`config.mk`:
```
export PLATFORM = sky130hd
export DESIGN_NAME = car_motion_unit
export DESIGN_NICKNAME = d
export VERILOG_FILES = /design/src/rtl/car_motion_unit.sv
export SDC_FILE = /design/constraint.sdc
export NUM_CORES = 1
export LEC_CHECK = 0
export CAP_MARGIN = 5
export CORE_UTILIZATION = 53
export CTS_CLUSTER_DIAMETER = 40
export CTS_CLUSTER_SIZE = 8
export DETAILED_ROUTE_END_ITERATION = 6
export GPL_ROUTABILITY_DRIVEN = 0
export HOLD_SLACK_MARGIN = 0.1
export PLACE_DENSITY_LB_ADDON = 0.2
export SETUP_SLACK_MARGIN = 0.05
export SYNTH_ARGS = -nofsm -noshare
export SYNTH_HDL_FRONTEND = slang
export SYNTH_SLANG_ARGS = --single-unit
```
`constraint.sdc`:
```
create_clock -name clk_i -period 2.4 [get_ports clk_i]
set_input_delay 0.36 -clock clk_i [delete_from_list [all_inputs] [get_ports clk_i]]
set_output_delay 0.36 -clock clk_i [all_outputs]
set_load 0.01 [all_outputs]
```
`src/rtl/car_motion_unit.sv`:
```
// car_motion_unit: timed elevator car responder. Tracks floor, door and
// motion state in response to updown / door_open commands, with a
// door/motion interlock and shaft-limit rejection. All outputs registered.
module car_motion_unit #(
  parameter int NUM_FLOORS       = 8,
  parameter int INIT_FLOOR       = 0,
  parameter int TRAVEL_CYCLES    = 10,
  parameter int DOOR_MOVE_CYCLES = 3
) (
  input  logic       clk_i,
  input  logic       rst_ni,
  input  logic [1:0] updown_i,
  input  logic       door_open_i,
  output logic [2:0] floor_o,
  output logic       door_o,
  output logic       moving_o,
  output logic       dir_up_o,
  output logic       limit_err_o
);

  localparam int MAXC = (TRAVEL_CYCLES > DOOR_MOVE_CYCLES) ? TRAVEL_CYCLES : DOOR_MOVE_CYCLES;
  localparam int CW   = (MAXC > 1) ? $clog2(MAXC) : 1;

  localparam logic [2:0]    TOP_FLOOR = 3'(NUM_FLOORS - 1);
  localparam logic [2:0]    RST_FLOOR = 3'(INIT_FLOOR);
  localparam logic [CW-1:0] TRV_LAST  = CW'(TRAVEL_CYCLES - 1);
  localparam logic [CW-1:0] DOOR_LAST = CW'(DOOR_MOVE_CYCLES - 1);

  typedef enum logic [2:0] {
    IDLE    = 3'd0,
    MOVING  = 3'd1,
    OPENING = 3'd2,
    OPEN    = 3'd3,
    CLOSING = 3'd4
  } state_e;

  state_e        state_q, state_d;
  logic [CW-1:0] cnt_q, cnt_d;
  logic [2:0]    floor_q, floor_d;
  logic          dir_q, dir_d;
  logic          lerr_q, lerr_d;
  logic          door_q, door_d;
  logic          moving_q, moving_d;

  logic up_cmd, dn_cmd, cont, at_lim;

  // 11 decodes as neither up nor down, i.e. stop
  assign up_cmd = (updown_i == 2'b01);
  assign dn_cmd = (updown_i == 2'b10);

  // State and datapath registers; reset aborts any segment or door cycle
  always_ff @(posedge clk_i or negedge rst_ni) begin
    if (!rst_ni) begin
      state_q  <= IDLE;
      cnt_q    <= '0;
      floor_q  <= RST_FLOOR;
      dir_q    <= 1'b1;
      lerr_q   <= 1'b0;
      door_q   <= 1'b0;
      moving_q <= 1'b0;
    end else begin
      state_q  <= state_d;
      cnt_q    <= cnt_d;
      floor_q  <= floor_d;
      dir_q    <= dir_d;
      lerr_q   <= lerr_d;
      door_q   <= door_d;
      moving_q <= moving_d;
    end
  end

  // Next-state: transitions, shared counter, floor stepping, limit checks
  always_comb begin
    state_d = state_q;
    cnt_d   = cnt_q;
    floor_d = floor_q;
    dir_d   = dir_q;
    lerr_d  = 1'b0;
    cont    = 1'b0;
    at_lim  = 1'b0;
    unique case (state_q)
      IDLE: begin
        // door request wins over a simultaneous motion command
        if (door_open_i) begin
          state_d = OPENING;
          cnt_d   = '0;
        end else if (up_cmd) begin
          if (floor_q < TOP_FLOOR) begin
            state_d = MOVING;
            dir_d   = 1'b1;
            cnt_d   = '0;
          end else begin
            lerr_d = 1'b1;
          end
        end else if (dn_cmd) begin
          if (floor_q != 3'd0) begin
            state_d = MOVING;
            dir_d   = 1'b0;
            cnt_d   = '0;
          end else begin
            lerr_d = 1'b1;
          end
        end
      end
      MOVING: begin
        // segment always completes; commands only re-sampled on arrival
        if (cnt_q == TRV_LAST) begin
          cnt_d   = '0;
          floor_d = dir_q ? floor_q + 3'd1 : floor_q - 3'd1;
          cont    = dir_q ? up_cmd : dn_cmd;
          at_lim  = dir_q ? (floor_d == TOP_FLOOR) : (floor_d == 3'd0);
          if (!(cont && !at_lim)) state_d = IDLE;
          lerr_d  = cont && at_lim;
        end else begin
          cnt_d = cnt_q + 1'b1;
        end
      end
      OPENING: begin
        if (cnt_q == DOOR_LAST) begin
          state_d = OPEN;
          cnt_d   = '0;
        end else begin
          cnt_d = cnt_q + 1'b1;
        end
      end
      OPEN: begin
        if (!door_open_i) begin
          state_d = CLOSING;
          cnt_d   = '0;
        end
      end
      CLOSING: begin
        // reopen takes priority even on the final closing cycle
        if (door_open_i) begin
          state_d = OPEN;
          cnt_d   = '0;
        end else if (cnt_q == DOOR_LAST) begin
          state_d = IDLE;
          cnt_d   = '0;
        end else begin
          cnt_d = cnt_q + 1'b1;
        end
      end
      default: begin
        state_d = IDLE;
        cnt_d   = '0;
      end
    endcase
  end

  // Outputs derived from the next state so they register alongside it
  always_comb begin
    door_d   = (state_d == OPEN) || (state_d == CLOSING);
    moving_d = (state_d == MOVING);
  end

  assign floor_o     = floor_q;
  assign door_o      = door_q;
  assign moving_o    = moving_q;
  assign dir_up_o    = dir_q;
  assign limit_err_o = lerr_q;

endmodule
```
==> report_table.html, run 1 <==
<table>
<tr><th>Metric</th><th>Value</th></tr>
<tr><th colspan="2">Timing</th></tr>
<tr><td>Final Cycle Share</td><td>84.0%</td></tr>
<tr><td>Final max-slew violation count</td><td>0</td></tr>
<tr><td>RSZ-0062 raised after global routing</td><td>no</td></tr>
<tr><td>Peak clock frequency supported by timing</td><td>0.496 GHz</td></tr>
<tr><td>Minimum hold slack</td><td>469 ps</td></tr>
<tr><td>Slew at the pin with the worst max-slew slack</td><td>618 ps</td></tr>
<tr><td>Worst clock skew on the final layout</td><td>5.11 ps</td></tr>
<tr><td>Normalized max-slew margin</td><td>58.6%</td></tr>
<tr><td>Setup violation total in the final timing report</td><td>0</td></tr>
<tr><td>Final hold vios</td><td>0</td></tr>
<tr><td>Final worst-path setup slack</td><td>385 ps</td></tr>
<tr><td>Final Critical Period</td><td>2020 ps</td></tr>
<tr><td>Accumulated negative setup slack</td><td>0 ps</td></tr>
<tr><th colspan="2">Floorplan</th></tr>
<tr><td>Die Width</td><td>43.4 µm</td></tr>
<tr><td>I/O pin cnt</td><td>12</td></tr>
<tr><td>Die area</td><td>1880 µm²</td></tr>
<tr><td>Floorplan die height</td><td>43.4 µm</td></tr>
<tr><td>Core area</td><td>1560 µm²</td></tr>
<tr><td>Core Rows</td><td>14</td></tr>
<tr><td>Starting Density</td><td>58.3%</td></tr>
<tr><th colspan="2">Setup path</th></tr>
<tr><td>Kind of start point of the critical path</td><td>register</td></tr>
<tr><td>Startpoint of the worst-slack reg-to-reg timing path</td><td>dir_up_o</td></tr>
<tr><td>Kind of critical path</td><td>reg2reg</td></tr>
<tr><td>Arrival time worst endpoint</td><td>2220 ps</td></tr>
<tr><td>Crit path max fanout</td><td>6</td></tr>
<tr><td>Cell depth of the worst flop-to-flop path</td><td>8</td></tr>
<tr><td>Worst path required time</td><td>2610 ps</td></tr>
<tr><td>Critical Path Sink Type</td><td>register</td></tr>
<tr><td>Reg2reg end</td><td>door_o</td></tr>
<tr><td>R2R Setup Slk</td><td>380 ps</td></tr>
<tr><th colspan="2">Pwr</th></tr>
<tr><td>Sequential share of power</td><td>40.4%</td></tr>
<tr><td>Clock group share of total power</td><td>12.0%</td></tr>
<tr><td>Worst voltage drop across the vdd grid</td><td>0.567 mV</td></tr>
<tr><td>Combinational group share of total power</td><td>47.6%</td></tr>
<tr><td>Overall power after layout</td><td>1.12 mW</td></tr>
<tr><td>Internal portion of total power</td><td>0.661 mW</td></tr>
<tr><td>NetSw</td><td>0.457 mW</td></tr>
<tr><td>Power density of the placed cells</td><td>1060 nW/µm²</td></tr>
<tr><td>Pleak</td><td>0.484 nW</td></tr>
<tr><td>Switching share of total power</td><td>40.9%</td></tr>
<tr><th colspan="2">Min path</th></tr>
<tr><td>Min-delay worst type</td><td>in2async</td></tr>
<tr><th colspan="2">Placement</th></tr>
<tr><td>Placed Area</td><td>1030 µm²</td></tr>
<tr><td>Number of buffers inserted by port buffering</td><td>11</td></tr>
<tr><td>Total half-perimeter wirelength after legalization and detailed placement</td><td>1320 µm</td></tr>
<tr><td>Worst-case setup slack after placement</td><td>375 ps</td></tr>
<tr><th colspan="2">Clock tree</th></tr>
<tr><td>Post-cts resize count</td><td>0</td></tr>
<tr><td>Sink count of the clock tree</td><td>14</td></tr>
<tr><td>Number of buffers inserted during clock tree synthesis</td><td>3</td></tr>
<tr><td>CTS Buffer Depth</td><td>2</td></tr>
<tr><td>Clock latency reported for the late side of the worst-skew pair</td><td>270 ps</td></tr>
<tr><td>CTS H-Tree Depth</td><td>1</td></tr>
<tr><td>Library cell used as clock root buffer</td><td>clkbuf_4</td></tr>
<tr><td>Post-CTS setup-driven buffer insertion count</td><td>0</td></tr>
<tr><td>Hold buffer count at CTS</td><td>0</td></tr>
<tr><td>Clock-pin transition on the worst setup and hold timing paths</td><td>80 ps</td></tr>
<tr><td>CTS tree</td><td>done</td></tr>
<tr><th colspan="2">Synthesis</th></tr>
<tr><td>Post-synthesis average cell area</td><td>9.46 µm²</td></tr>
<tr><td>Post-synthesis instance area</td><td>908 µm²</td></tr>
<tr><td>FF+latch count, synth</td><td>14</td></tr>
<tr><td>Yosys cell types</td><td>39</td></tr>
<tr><td>Yosys warnings</td><td>0</td></tr>
<tr><td>Number of standard cells after synthesis</td><td>96</td></tr>
<tr><td>Net count after synthesis</td><td>107</td></tr>
<tr><td>Sequential element share of the synthesized area</td><td>38.7%</td></tr>
<tr><th colspan="2">GRT</th></tr>
<tr><td>Pin count of the biggest net entering global routing</td><td>15</td></tr>
<tr><td>All-layer global routing usage</td><td>21.2%</td></tr>
<tr><td>Global-route wire length before repair</td><td>2960 µm</td></tr>
<tr><td>GRT busiest layer</td><td>met2</td></tr>
<tr><td>Initial antenna violation count</td><td>0</td></tr>
<tr><td>M2 GR Usage</td><td>36.4%</td></tr>
<tr><td>Fraction of met3 tracks used by global routing</td><td>3.75%</td></tr>
<tr><td>Grt total ovfl</td><td>0</td></tr>
<tr><td>Via count of the first global-routing pass</td><td>686</td></tr>
<tr><td>Routing usage on met1</td><td>26.9%</td></tr>
<tr><th colspan="2">Layout</th></tr>
<tr><td>Commonest non-fill, non-tap cells in the layout</td><td>dfrtp_1 (13), clkdlybuf4s50_1 (11), nor2_1 (10), inv_1 (8), nand2_1 (6)</td></tr>
<tr><td>Post-synthesis to final-layout area growth</td><td>15.8%</td></tr>
<tr><td>Filler Cell Count</td><td>123</td></tr>
<tr><td>Diodes inserted</td><td>0</td></tr>
<tr><td>Final-stage net count</td><td>120</td></tr>
<tr><td>Layout cell share with drive strength beyond 1</td><td>13.0%</td></tr>
<tr><td>Leading cell type in the layout, fill and taps excluded</td><td>dfrtp_1</td></tr>
<tr><td>Design area</td><td>1050 µm²</td></tr>
<tr><th colspan="2">Job</th></tr>
<tr><td>Maxcap violations</td><td>0</td></tr>
<tr><th colspan="2">Routing</th></tr>
<tr><td>Antenna viol nets, final</td><td>0</td></tr>
<tr><td>Average vias per placed instance</td><td>5.90</td></tr>
<tr><td>Wirelength, routed</td><td>1730 µm</td></tr>
<tr><td>Via count of the routed design</td><td>731</td></tr>
<tr><td>Wire per inst</td><td>13.9 µm</td></tr>
<tr><td>DRC violation count after routing</td><td>4</td></tr>
<tr><td>TritonRoute pass-1 iters</td><td>6</td></tr>
<tr><td>Initial DRC Count</td><td>11</td></tr>
<tr><th colspan="2">Outcome</th></tr>
<tr><td>Outcome</td><td>finished, violations left</td></tr>
<tr><td>Violated checks</td><td>design-rule violations</td></tr>
</table>
-- per-layer routing --
layer | vias up | routed length, µm
met1 | 355 | 818
met4 | 0 | 0
li1 | 368 | -
met2 | 8 | 865
met5 | - | 0
met3 | 0 | 43
-- kinds of logic after synthesis --
| logic type | share of synthesized area [%] |
|---|---|
| adder cells (fa/ha/maj) | 9.09 |
| AO/OA/AOI/OAI | 19.0 |
| AND/OR/NAND/NOR | 21.5 |
| multiplexers | 2.34 |
| buffers and inverters | 5.51 |
| flip-flops | 38.7 |
| XOR/XNOR | 3.86 |
-- cell type report --
type | instances | area [µm²] | area share, %
multi-input combinational | 70 | 507 | 48.2
inverter | 8 | 30.0 | 2.85
timing repair buffer | 12 | 118 | 11.2
sequential | 14 | 352 | 33.4
tap | 16 | 20.0 | 1.90
clock buffer | 4 | 26.3 | 2.50
-- Yosys cell counts, drive strengths merged --
library cell	instances	area share (%)
a211o	1	0.96
a21oi	4	2.6
a22o	2	1.9
a22oi	1	0.83
a311o	1	1.1
a31oi	4	2.8
and2b	1	0.96
and4	1	0.96
buf	4	2.2
dfrtp	13	36
dfstp	1	2.9
fa	1	2.2
ha	5	6.9
inv	8	3.3
mux2	1	1.2
mux2i	1	1.1
nand2	6	2.5
nand2b	2	1.4
nand3	3	1.7
nand4	1	0.69
nor2	10	4.1
nor3	1	0.55
nor3b	2	1.7
nor4	1	0.69
nor4b	1	1.7
o211ai	3	2.5
o21ai	4	2.2
o21bai	1	1.2
o221a	1	1.2
o31ai	2	1.7
or2	1	0.69
or2b	1	0.83
or3	2	1.9
or3b	1	1.2
xnor2	1	0.96
xor2	3	2.9
-- how the worst max path moves through the flow --
stage,start,endpoint,slack [ps]
after floorplan,dir_up_o,door_o,510
after global placement,dir_up_o,door_o,430
after detailed placement,updown_i[0],cnt_q[1],370
after CTS,dir_up_o,door_o,380
after global routing,dir_up_o,moving_o,270
final,dir_up_o,door_o,380
-- per-stage QoR --
| step | instances | util [%] |
|---|---|---|
| floorplan | 96 | - |
| global placement | 120 | 65.8 |
| detailed placement | 120 | 65.8 |
| CTS | 124 | 67.5 |
| global route | 124 | 67.5 |
| finish | 124 | 67.5 |
-- worst max-delay path, cell delays in order (launching register included) --
cell	delay [ps]
dfstp_2	600
inv_1	100
ha_1	300
ha_1	180
or2_2	260
o211ai_1	130
a22oi_1	110
o221a_2	160
o21bai_2	100
-- state kept, by name (all words and copies together), names as in the netlist --
| signal | cells |
|---|---|
| limit_err_o | 1 |
| state_q | 3 |
| floor_o | 3 |
| cnt_q | 4 |
| door_o | 1 |
| dir_up_o | 1 |
| moving_o | 1 |
-- power by group through the flow --
stage / clock network, mW / registers, mW / logic [mW]
2_1_floorplan: 0 / 0.400 / 0.411
3_3_place_gp: 0 / 0.451 / 0.510
3_5_place_dp: 0 / 0.455 / 0.534
4_1_cts: 0.143 / 0.450 / 0.534
5_1_grt: 0.156 / 0.468 / 0.601
6_report: 0.134 / 0.452 / 0.532
(Power assumes the default switching activity.)
==> run 2: changes to the inputs <==
CORE_UTILIZATION = 48   (was 53)
clock period = 1.7 ns   (was 2.4 ns; I/O delays follow)
==> report_table.html, run 2 (synthesized netlist as in run 1, its figures left out) <==
<table>
<tr><th>Metric</th><th>Value</th></tr>
<tr><th colspan="2">Placement</th></tr>
<tr><td>Worst-case setup slack after placement</td><td>-219 ps (-594 ps)</td></tr>
<tr><td>Total half-perimeter wirelength after legalization and detailed placement</td><td>1360 µm (+2.9%)</td></tr>
<tr><td>Number of buffers inserted by port buffering</td><td>11 (unchanged)</td></tr>
<tr><th colspan="2">Floorplan</th></tr>
<tr><td>I/O pin cnt</td><td>12 (unchanged)</td></tr>
<tr><td>Die Width</td><td>45.5 µm (+4.8%)</td></tr>
<tr><td>Core area</td><td>1750 µm² (+12%)</td></tr>
<tr><td>Die area</td><td>2070 µm² (+9.9%)</td></tr>
<tr><td>Starting Density</td><td>52.0% (-6.2 points)</td></tr>
<tr><td>Core Rows</td><td>15 (+1)</td></tr>
<tr><td>Floorplan die height</td><td>45.5 µm (+4.8%)</td></tr>
<tr><th colspan="2">Clock tree</th></tr>
<tr><td>Library cell used as clock root buffer</td><td>clkbuf_4</td></tr>
<tr><td>Sink count of the clock tree</td><td>14 (unchanged)</td></tr>
<tr><td>CTS tree</td><td>done</td></tr>
<tr><td>Number of buffers inserted during clock tree synthesis</td><td>3 (unchanged)</td></tr>
<tr><td>Hold buffer count at CTS</td><td>0 (unchanged)</td></tr>
<tr><td>Clock-pin transition on the worst setup and hold timing paths</td><td>80 ps (about the same)</td></tr>
<tr><td>CTS H-Tree Depth</td><td>1 (unchanged)</td></tr>
<tr><td>CTS Buffer Depth</td><td>2 (unchanged)</td></tr>
<tr><td>Clock latency reported for the late side of the worst-skew pair</td><td>280 ps (about the same)</td></tr>
<tr><th colspan="2">Layout</th></tr>
<tr><td>Post-synthesis to final-layout area growth</td><td>33.9%</td></tr>
<tr><td>Leading cell type in the layout, fill and taps excluded</td><td>buf_4</td></tr>
<tr><td>Sequential cell area</td><td>354 µm² (+0.71%)</td></tr>
<tr><td>Diodes inserted</td><td>0 (unchanged)</td></tr>
<tr><td>Final-stage net count</td><td>133 (+11%)</td></tr>
<tr><td>Filler Cell Count</td><td>137 (+11%)</td></tr>
<tr><td>Register name with the most flops</td><td>cnt_q</td></tr>
<tr><td>Multi-input gate area in the final layout</td><td>558 µm² (+10%)</td></tr>
<tr><td>Commonest non-fill, non-tap cells in the layout</td><td>buf_4 (14), dfrtp_1 (11), nor2_1 (10), clkdlybuf4s50_1 (10), inv_1 (7)</td></tr>
<tr><td>Layout cell share with drive strength beyond 1</td><td>29.8% (+17 points)</td></tr>
<tr><td>Number of flip-flops in the largest register</td><td>4 (unchanged)</td></tr>
<tr><th colspan="2">Timing</th></tr>
<tr><td>Normalized max-slew margin</td><td>58.9% (+0.30 points)</td></tr>
<tr><td>Setup violation total in the final timing report</td><td>3 (+3)</td></tr>
<tr><td>RSZ-0062 raised after global routing</td><td>yes</td></tr>
<tr><td>Final hold vios</td><td>0 (unchanged)</td></tr>
<tr><td>Final worst-path setup slack</td><td>-137 ps (-521 ps)</td></tr>
<tr><td>Final Cycle Share</td><td>108% (+24 points)</td></tr>
<tr><td>Worst clock skew on the final layout</td><td>1.45 ps (-3.66 ps)</td></tr>
<tr><td>Peak clock frequency supported by timing</td><td>0.544 GHz (+9.7%)</td></tr>
<tr><td>Final max-slew violation count</td><td>0 (unchanged)</td></tr>
<tr><td>Final Critical Period</td><td>1840 ps (-179 ps)</td></tr>
<tr><td>Slew at the pin with the worst max-slew slack</td><td>614 ps (-4.55 ps)</td></tr>
<tr><th colspan="2">Setup path</th></tr>
<tr><td>Reg2reg end</td><td>door_o</td></tr>
<tr><td>Kind of critical path</td><td>reg2reg</td></tr>
<tr><td>Cell depth of the worst flop-to-flop path</td><td>7 (-1)</td></tr>
<tr><td>Startpoint of the worst-slack reg-to-reg timing path</td><td>dir_up_o</td></tr>
<tr><td>R2R Setup Slk</td><td>-140 ps (-520 ps)</td></tr>
<tr><td>Kind of start point of the critical path</td><td>register</td></tr>
<tr><td>Worst path required time</td><td>1870 ps (-740 ps)</td></tr>
<tr><td>Crit path max fanout</td><td>3 (-3)</td></tr>
<tr><td>Critical Path Sink Type</td><td>register</td></tr>
<tr><td>Arrival time worst endpoint</td><td>2010 ps (-210 ps)</td></tr>
<tr><th colspan="2">Routing</th></tr>
<tr><td>DRC violation count after routing</td><td>0 (-4)</td></tr>
<tr><td>Average vias per placed instance</td><td>5.47 (-7.3%)</td></tr>
<tr><td>Via count of the routed design</td><td>798 (+9.2%)</td></tr>
<tr><td>Initial DRC Count</td><td>23 (+12)</td></tr>
<tr><td>Wire per inst</td><td>13.0 µm (-7.0%)</td></tr>
<tr><td>Wirelength, routed</td><td>1890 µm (+9.5%)</td></tr>
<tr><td>TritonRoute pass-1 iters</td><td>4 (-2)</td></tr>
<tr><td>Antenna viol nets, final</td><td>0 (unchanged)</td></tr>
<tr><th colspan="2">GRT</th></tr>
<tr><td>Grt total ovfl</td><td>0 (unchanged)</td></tr>
<tr><td>Pin count of the biggest net entering global routing</td><td>15 (unchanged)</td></tr>
<tr><td>All-layer global routing usage</td><td>21.4% (+0.21 points)</td></tr>
<tr><td>Via count of the first global-routing pass</td><td>750 (+9.3%)</td></tr>
<tr><td>Global-route wire length before repair</td><td>3170 µm (+7.2%)</td></tr>
<tr><td>Initial antenna violation count</td><td>0 (unchanged)</td></tr>
<tr><th colspan="2">Outcome</th></tr>
<tr><td>Outcome</td><td>finished, violations left</td></tr>
<tr><td>Violated checks</td><td>negative setup slack</td></tr>
<tr><th colspan="2">Pwr</th></tr>
<tr><td>NetSw</td><td>0.713 mW (+56%)</td></tr>
<tr><td>Switching share of total power</td><td>40.4% (-0.46 points)</td></tr>
<tr><td>Worst voltage drop across the vdd grid</td><td>0.971 mV (+71%)</td></tr>
<tr><td>Combinational group share of total power</td><td>57.1% (+9.5 points)</td></tr>
<tr><td>Internal portion of total power</td><td>1.05 mW (+59%)</td></tr>
<tr><td>Pleak</td><td>0.545 nW (+13%)</td></tr>
<tr><td>Power density of the placed cells</td><td>1450 nW/µm² (+37%)</td></tr>
<tr><td>Overall power after layout</td><td>1.76 mW (+58%)</td></tr>
<tr><td>Clock group share of total power</td><td>11.4% (-0.6 points)</td></tr>
<tr><td>Sequential share of power</td><td>31.6% (-8.8 points)</td></tr>
<tr><th colspan="2">Min path</th></tr>
<tr><td>Min-delay worst type</td><td>in2async</td></tr>
<tr><th colspan="2">Job</th></tr>
<tr><td>Maxcap violations</td><td>0 (unchanged)</td></tr>
</table>
==> run 2: cell types whose count changed in the layout (fill, tap and decap cells not counted), moves of 2 or more <==
cell / change
dfrtp_2: +2
ha_1: -3
ha_4: +2
buf_4: +13
dfrtp_1: -2
==> run 2: worst max path at each step <==
stage / from / endpoint
floorplan: dir_up_o / door_o
global placement: updown_i[1] / door_o
detailed placement: updown_i[1] / moving_o
CTS: dir_up_o / moving_o
global route: dir_up_o / door_o
finish: dir_up_o / door_o
==> run 2: timing repair <==
action,CTS,global route
setup endpoints to repair,9,11
gates resized for setup,6,5
buffers inserted,0,1
pin swaps,6,1
==> run 2: power by group through the flow <==
stage	combinational, mW	clock, mW	sequential (mW)
detailed placement	0.968	0	0.554
global placement	0.937	0	0.553
finish	1.01	0.201	0.557
floorplan	0.595	0	0.569
global route	1.11	0.232	0.572
CTS	0.976	0.205	0.554
==> run 2: critical path: stages (launching register included) <==
cell and delay (ps):
dfstp_2 560, inv_4 50, fa_2 340, xor2_1 150, o211ai_1 140, a22oi_1 180, o221a_2 240, o21bai_2 60
==> run 2: per-layer routing <==
metal	vias to the layer above	routed length, µm	GRT usage, %	part of all wire (%)
li1	391	-	-	-
met1	395	854	26.4	45
met2	8	973	35.4	51
met3	4	37	4.76	2.0
met4	0	29	9.70	1.5
met5	-	0	0	0
==> run 2: stage by stage <==
stage          TNS [ps]  hold WS [ps]  cell area (µm²)  cells  util (%)
2_1_floorplan      -305         -40.6              923     96         -
3_3_place_gp      -1150           540             1140    141      65.4
3_5_place_dp      -1500           545             1140    141      65.4
4_1_cts            -362           375             1180    145      67.7
5_1_grt            -959           394             1220    146      69.7
6_report           -385           351             1220    146      69.7
==> run 2: cell type report <==
class                   count  area share, %
repair buffers             25           17.6
clock buffers               4           2.16
inverters                   8           2.67
flip-flops and latches     14           29.1
multi-input cells          70           45.9
well taps                  25           2.57
==> run 3: changes to the inputs <==
CORE_UTILIZATION = 45   (was 48)
HOLD_SLACK_MARGIN = default   (was 0.1)
==> report_table.html, run 3 (synthesized netlist as in run 1, its figures left out) <==
<table>
<tr><th>Metric</th><th>Value</th></tr>
<tr><th colspan="2">Floorplan</th></tr>
<tr><td>I/O pin cnt</td><td>12 (unchanged)</td></tr>
<tr><td>Die area</td><td>2200 µm² (+6.4%)</td></tr>
<tr><td>Starting Density</td><td>50.4% (-1.6 points)</td></tr>
<tr><td>Core Rows</td><td>15 (unchanged)</td></tr>
<tr><td>Core area</td><td>1800 µm² (+3.2%)</td></tr>
<tr><td>Floorplan die height</td><td>46.9 µm (+3.1%)</td></tr>
<tr><td>Die Width</td><td>46.9 µm (+3.1%)</td></tr>
<tr><th colspan="2">Routing</th></tr>
<tr><td>Initial DRC Count</td><td>15 (-35%)</td></tr>
<tr><td>TritonRoute pass-1 iters</td><td>4 (unchanged)</td></tr>
<tr><td>DRC violation count after routing</td><td>0 (unchanged)</td></tr>
<tr><td>Average vias per placed instance</td><td>5.32 (-2.6%)</td></tr>
<tr><td>Wire per inst</td><td>12.5 µm (-3.4%)</td></tr>
<tr><td>Via count of the routed design</td><td>788 (-1.3%)</td></tr>
<tr><td>Wirelength, routed</td><td>1850 µm (-2.1%)</td></tr>
<tr><td>Antenna viol nets, final</td><td>0 (unchanged)</td></tr>
<tr><th colspan="2">Setup path</th></tr>
<tr><td>Arrival time worst endpoint</td><td>2010 ps (about the same)</td></tr>
<tr><td>Worst path required time</td><td>1860 ps (about the same)</td></tr>
<tr><td>Kind of critical path</td><td>reg2reg</td></tr>
<tr><td>Critical Path Sink Type</td><td>register</td></tr>
<tr><td>Cell depth of the worst flop-to-flop path</td><td>7 (unchanged)</td></tr>
<tr><td>Worst Setup SP</td><td>dir_up_o</td></tr>
<tr><td>End of the critical path</td><td>door_o</td></tr>
<tr><td>Startpoint of the worst-slack reg-to-reg timing path</td><td>dir_up_o</td></tr>
<tr><td>Kind of start point of the critical path</td><td>register</td></tr>
<tr><td>R2R Setup Slk</td><td>-150 ps (-20 ps)</td></tr>
<tr><td>Reg2reg end</td><td>door_o</td></tr>
<tr><td>Crit path max fanout</td><td>3 (unchanged)</td></tr>
<tr><th colspan="2">Timing</th></tr>
<tr><td>Slew at the pin with the worst max-slew slack</td><td>398 ps (-216 ps)</td></tr>
<tr><td>Final Cycle Share</td><td>109% (+1.0 points)</td></tr>
<tr><td>RSZ-0062 raised after global routing</td><td>yes</td></tr>
<tr><td>Accumulated negative setup slack</td><td>-433 ps (-47.7 ps)</td></tr>
<tr><td>Final Critical Period</td><td>1850 ps (+17.3 ps)</td></tr>
<tr><td>Normalized max-slew margin</td><td>73.2% (+14 points)</td></tr>
<tr><td>Setup violation total in the final timing report</td><td>3 (unchanged)</td></tr>
<tr><td>Final worst-path setup slack</td><td>-154 ps (-17.3 ps)</td></tr>
<tr><td>Worst clock skew on the final layout</td><td>10.4 ps (+8.97 ps)</td></tr>
<tr><td>Final max-slew violation count</td><td>0 (unchanged)</td></tr>
<tr><td>Peak clock frequency supported by timing</td><td>0.539 GHz (-0.93%)</td></tr>
<tr><td>Final hold vios</td><td>0 (unchanged)</td></tr>
<tr><th colspan="2">Layout</th></tr>
<tr><td>Post-synthesis to final-layout area growth</td><td>33.6%</td></tr>
<tr><td>Leading cell type in the layout, fill and taps excluded</td><td>buf_4</td></tr>
<tr><td>Number of flip-flops in the largest register</td><td>4 (unchanged)</td></tr>
<tr><td>Final-stage net count</td><td>135 (+1.5%)</td></tr>
<tr><td>Sequential cell area</td><td>355 µm² (+0.35%)</td></tr>
<tr><td>Register name with the most flops</td><td>cnt_q</td></tr>
<tr><td>Utilization of the core after routing</td><td>67.4% (-2.3 points)</td></tr>
<tr><td>Filler Cell Count</td><td>160 (+17%)</td></tr>
<tr><td>Multi-input gate area in the final layout</td><td>539 µm² (-3.4%)</td></tr>
<tr><td>Layout cell share with drive strength beyond 1</td><td>30.9% (+1.1 points)</td></tr>
<tr><td>Final instance count without filler cells</td><td>148 (+1.4%)</td></tr>
<tr><td>Commonest non-fill, non-tap cells in the layout</td><td>buf_4 (16), nor2_1 (10), dfrtp_1 (10), clkdlybuf4s50_1 (9), inv_1 (7)</td></tr>
<tr><td>Design area</td><td>1210 µm² (-0.21%)</td></tr>
<tr><td>Diodes inserted</td><td>0 (unchanged)</td></tr>
<tr><th colspan="2">Clock tree</th></tr>
<tr><td>Library cell used as clock root buffer</td><td>clkbuf_4</td></tr>
<tr><td>CTS tree</td><td>done</td></tr>
<tr><td>CTS Buffer Depth</td><td>2 (unchanged)</td></tr>
<tr><td>CTS H-Tree Depth</td><td>1 (unchanged)</td></tr>
<tr><td>Hold buffer count at CTS</td><td>0 (unchanged)</td></tr>
<tr><td>Number of buffers inserted during clock tree synthesis</td><td>3 (unchanged)</td></tr>
<tr><td>Clock-pin transition on the worst setup and hold timing paths</td><td>80 ps (about the same)</td></tr>
<tr><td>Sink count of the clock tree</td><td>14 (unchanged)</td></tr>
<tr><td>Clock latency reported for the late side of the worst-skew pair</td><td>280 ps (about the same)</td></tr>
<tr><th colspan="2">Pwr</th></tr>
<tr><td>Power density of the placed cells</td><td>1430 nW/µm² (-1.5%)</td></tr>
<tr><td>Pleak</td><td>0.571 nW (+4.7%)</td></tr>
<tr><td>Worst voltage drop across the vdd grid</td><td>1.06 mV (+8.8%)</td></tr>
<tr><th colspan="2">GRT</th></tr>
<tr><td>Via count of the first global-routing pass</td><td>728 (-2.9%)</td></tr>
<tr><td>All-layer global routing usage</td><td>19.7% (-1.7 points)</td></tr>
<tr><td>Initial antenna violation count</td><td>0 (unchanged)</td></tr>
<tr><td>Grt total ovfl</td><td>0 (unchanged)</td></tr>
<tr><td>Pin count of the biggest net entering global routing</td><td>15 (unchanged)</td></tr>
<tr><td>Global-route wire length before repair</td><td>3040 µm (-4.2%)</td></tr>
<tr><th colspan="2">Placement</th></tr>
<tr><td>Total placed cells including tap cells</td><td>141 (unchanged)</td></tr>
<tr><td>Number of buffers inserted by port buffering</td><td>11 (unchanged)</td></tr>
<tr><td>Worst-case setup slack after placement</td><td>-243 ps (-23.5 ps)</td></tr>
<tr><td>Placed Area</td><td>1140 µm² (unchanged)</td></tr>
<tr><td>Total half-perimeter wirelength after legalization and detailed placement</td><td>1350 µm (-0.93%)</td></tr>
<tr><th colspan="2">Min path</th></tr>
<tr><td>Min-delay worst type</td><td>in2async</td></tr>
<tr><th colspan="2">Outcome</th></tr>
<tr><td>Violated checks</td><td>negative setup slack</td></tr>
<tr><td>Outcome</td><td>finished, violations left</td></tr>
<tr><th colspan="2">Job</th></tr>
<tr><td>Maxcap violations</td><td>0 (unchanged)</td></tr>
</table>
-- run 3: cell types whose count changed in the layout (fill, tap and decap cells not counted), sizes merged --
cell,change
dlymetal6s2s,+1
clkdlybuf4s50,-1
buf,+2
-- run 3: layer usage --
| layer | share of wire, % | global-route usage [%] | up-vias |
|---|---|---|---|
| met2 | 46 | 30.0 | 18 |
| met5 | 0 | 0 | - |
| met4 | 0.97 | 4.00 | 0 |
| met1 | 49 | 26.3 | 370 |
| li1 | - | - | 398 |
| met3 | 3.8 | 8.46 | 2 |
-- run 3: critical path, cell delays in order (launching register included) --
cell and delay [ps]:
dfstp_2 550, inv_2 60, fa_2 350, xor2_1 150
o211ai_1 150, a22oi_1 180, o221a_2 240, o21bai_2 60
-- run 3: worst min-delay path by stage --
stage                  to  depth (start not counted)
2_1_floorplan    cnt_q[0]                          0
3_3_place_gp     cnt_q[2]                          1
3_5_place_dp     cnt_q[2]                          1
4_1_cts        floor_o[1]                          2
5_1_grt        floor_o[2]                          2
6_report       floor_o[1]                          2
-- run 3: what timing repair did --
action                     CTS  global route
gates resized for setup      1             8
setup endpoints to repair    8            12
buffers inserted             0             3
pin swaps                    1             7
-- run 3: layout make-up --
cell class | count | area share, %
Multi-Input combinational cell | 70 | 44.4
Sequential cell | 14 | 29.3
Timing Repair Buffer | 27 | 19.1
Tap cell | 25 | 2.58
Inverter | 8 | 2.47
Clock buffer | 4 | 2.16
-- run 3: power breakdown --
| group | internal (mW) | switching, mW | total, mW |
|---|---|---|---|
| clock network | 0.0910 | 0.101 | 0.192 |
| registers | 0.455 | 0.102 | 0.557 |
| logic | 0.501 | 0.483 | 0.984 |
| total | 1.05 | 0.686 | 1.73 |
-- run 3: per-stage QoR --
step                      power, mW  hold WS, ps
after floorplan                1.16        -40.6
after global placement         1.49          543
after detailed placement       1.51          532
after CTS                      1.70          287
after global routing           1.88          305
final                          1.73          282
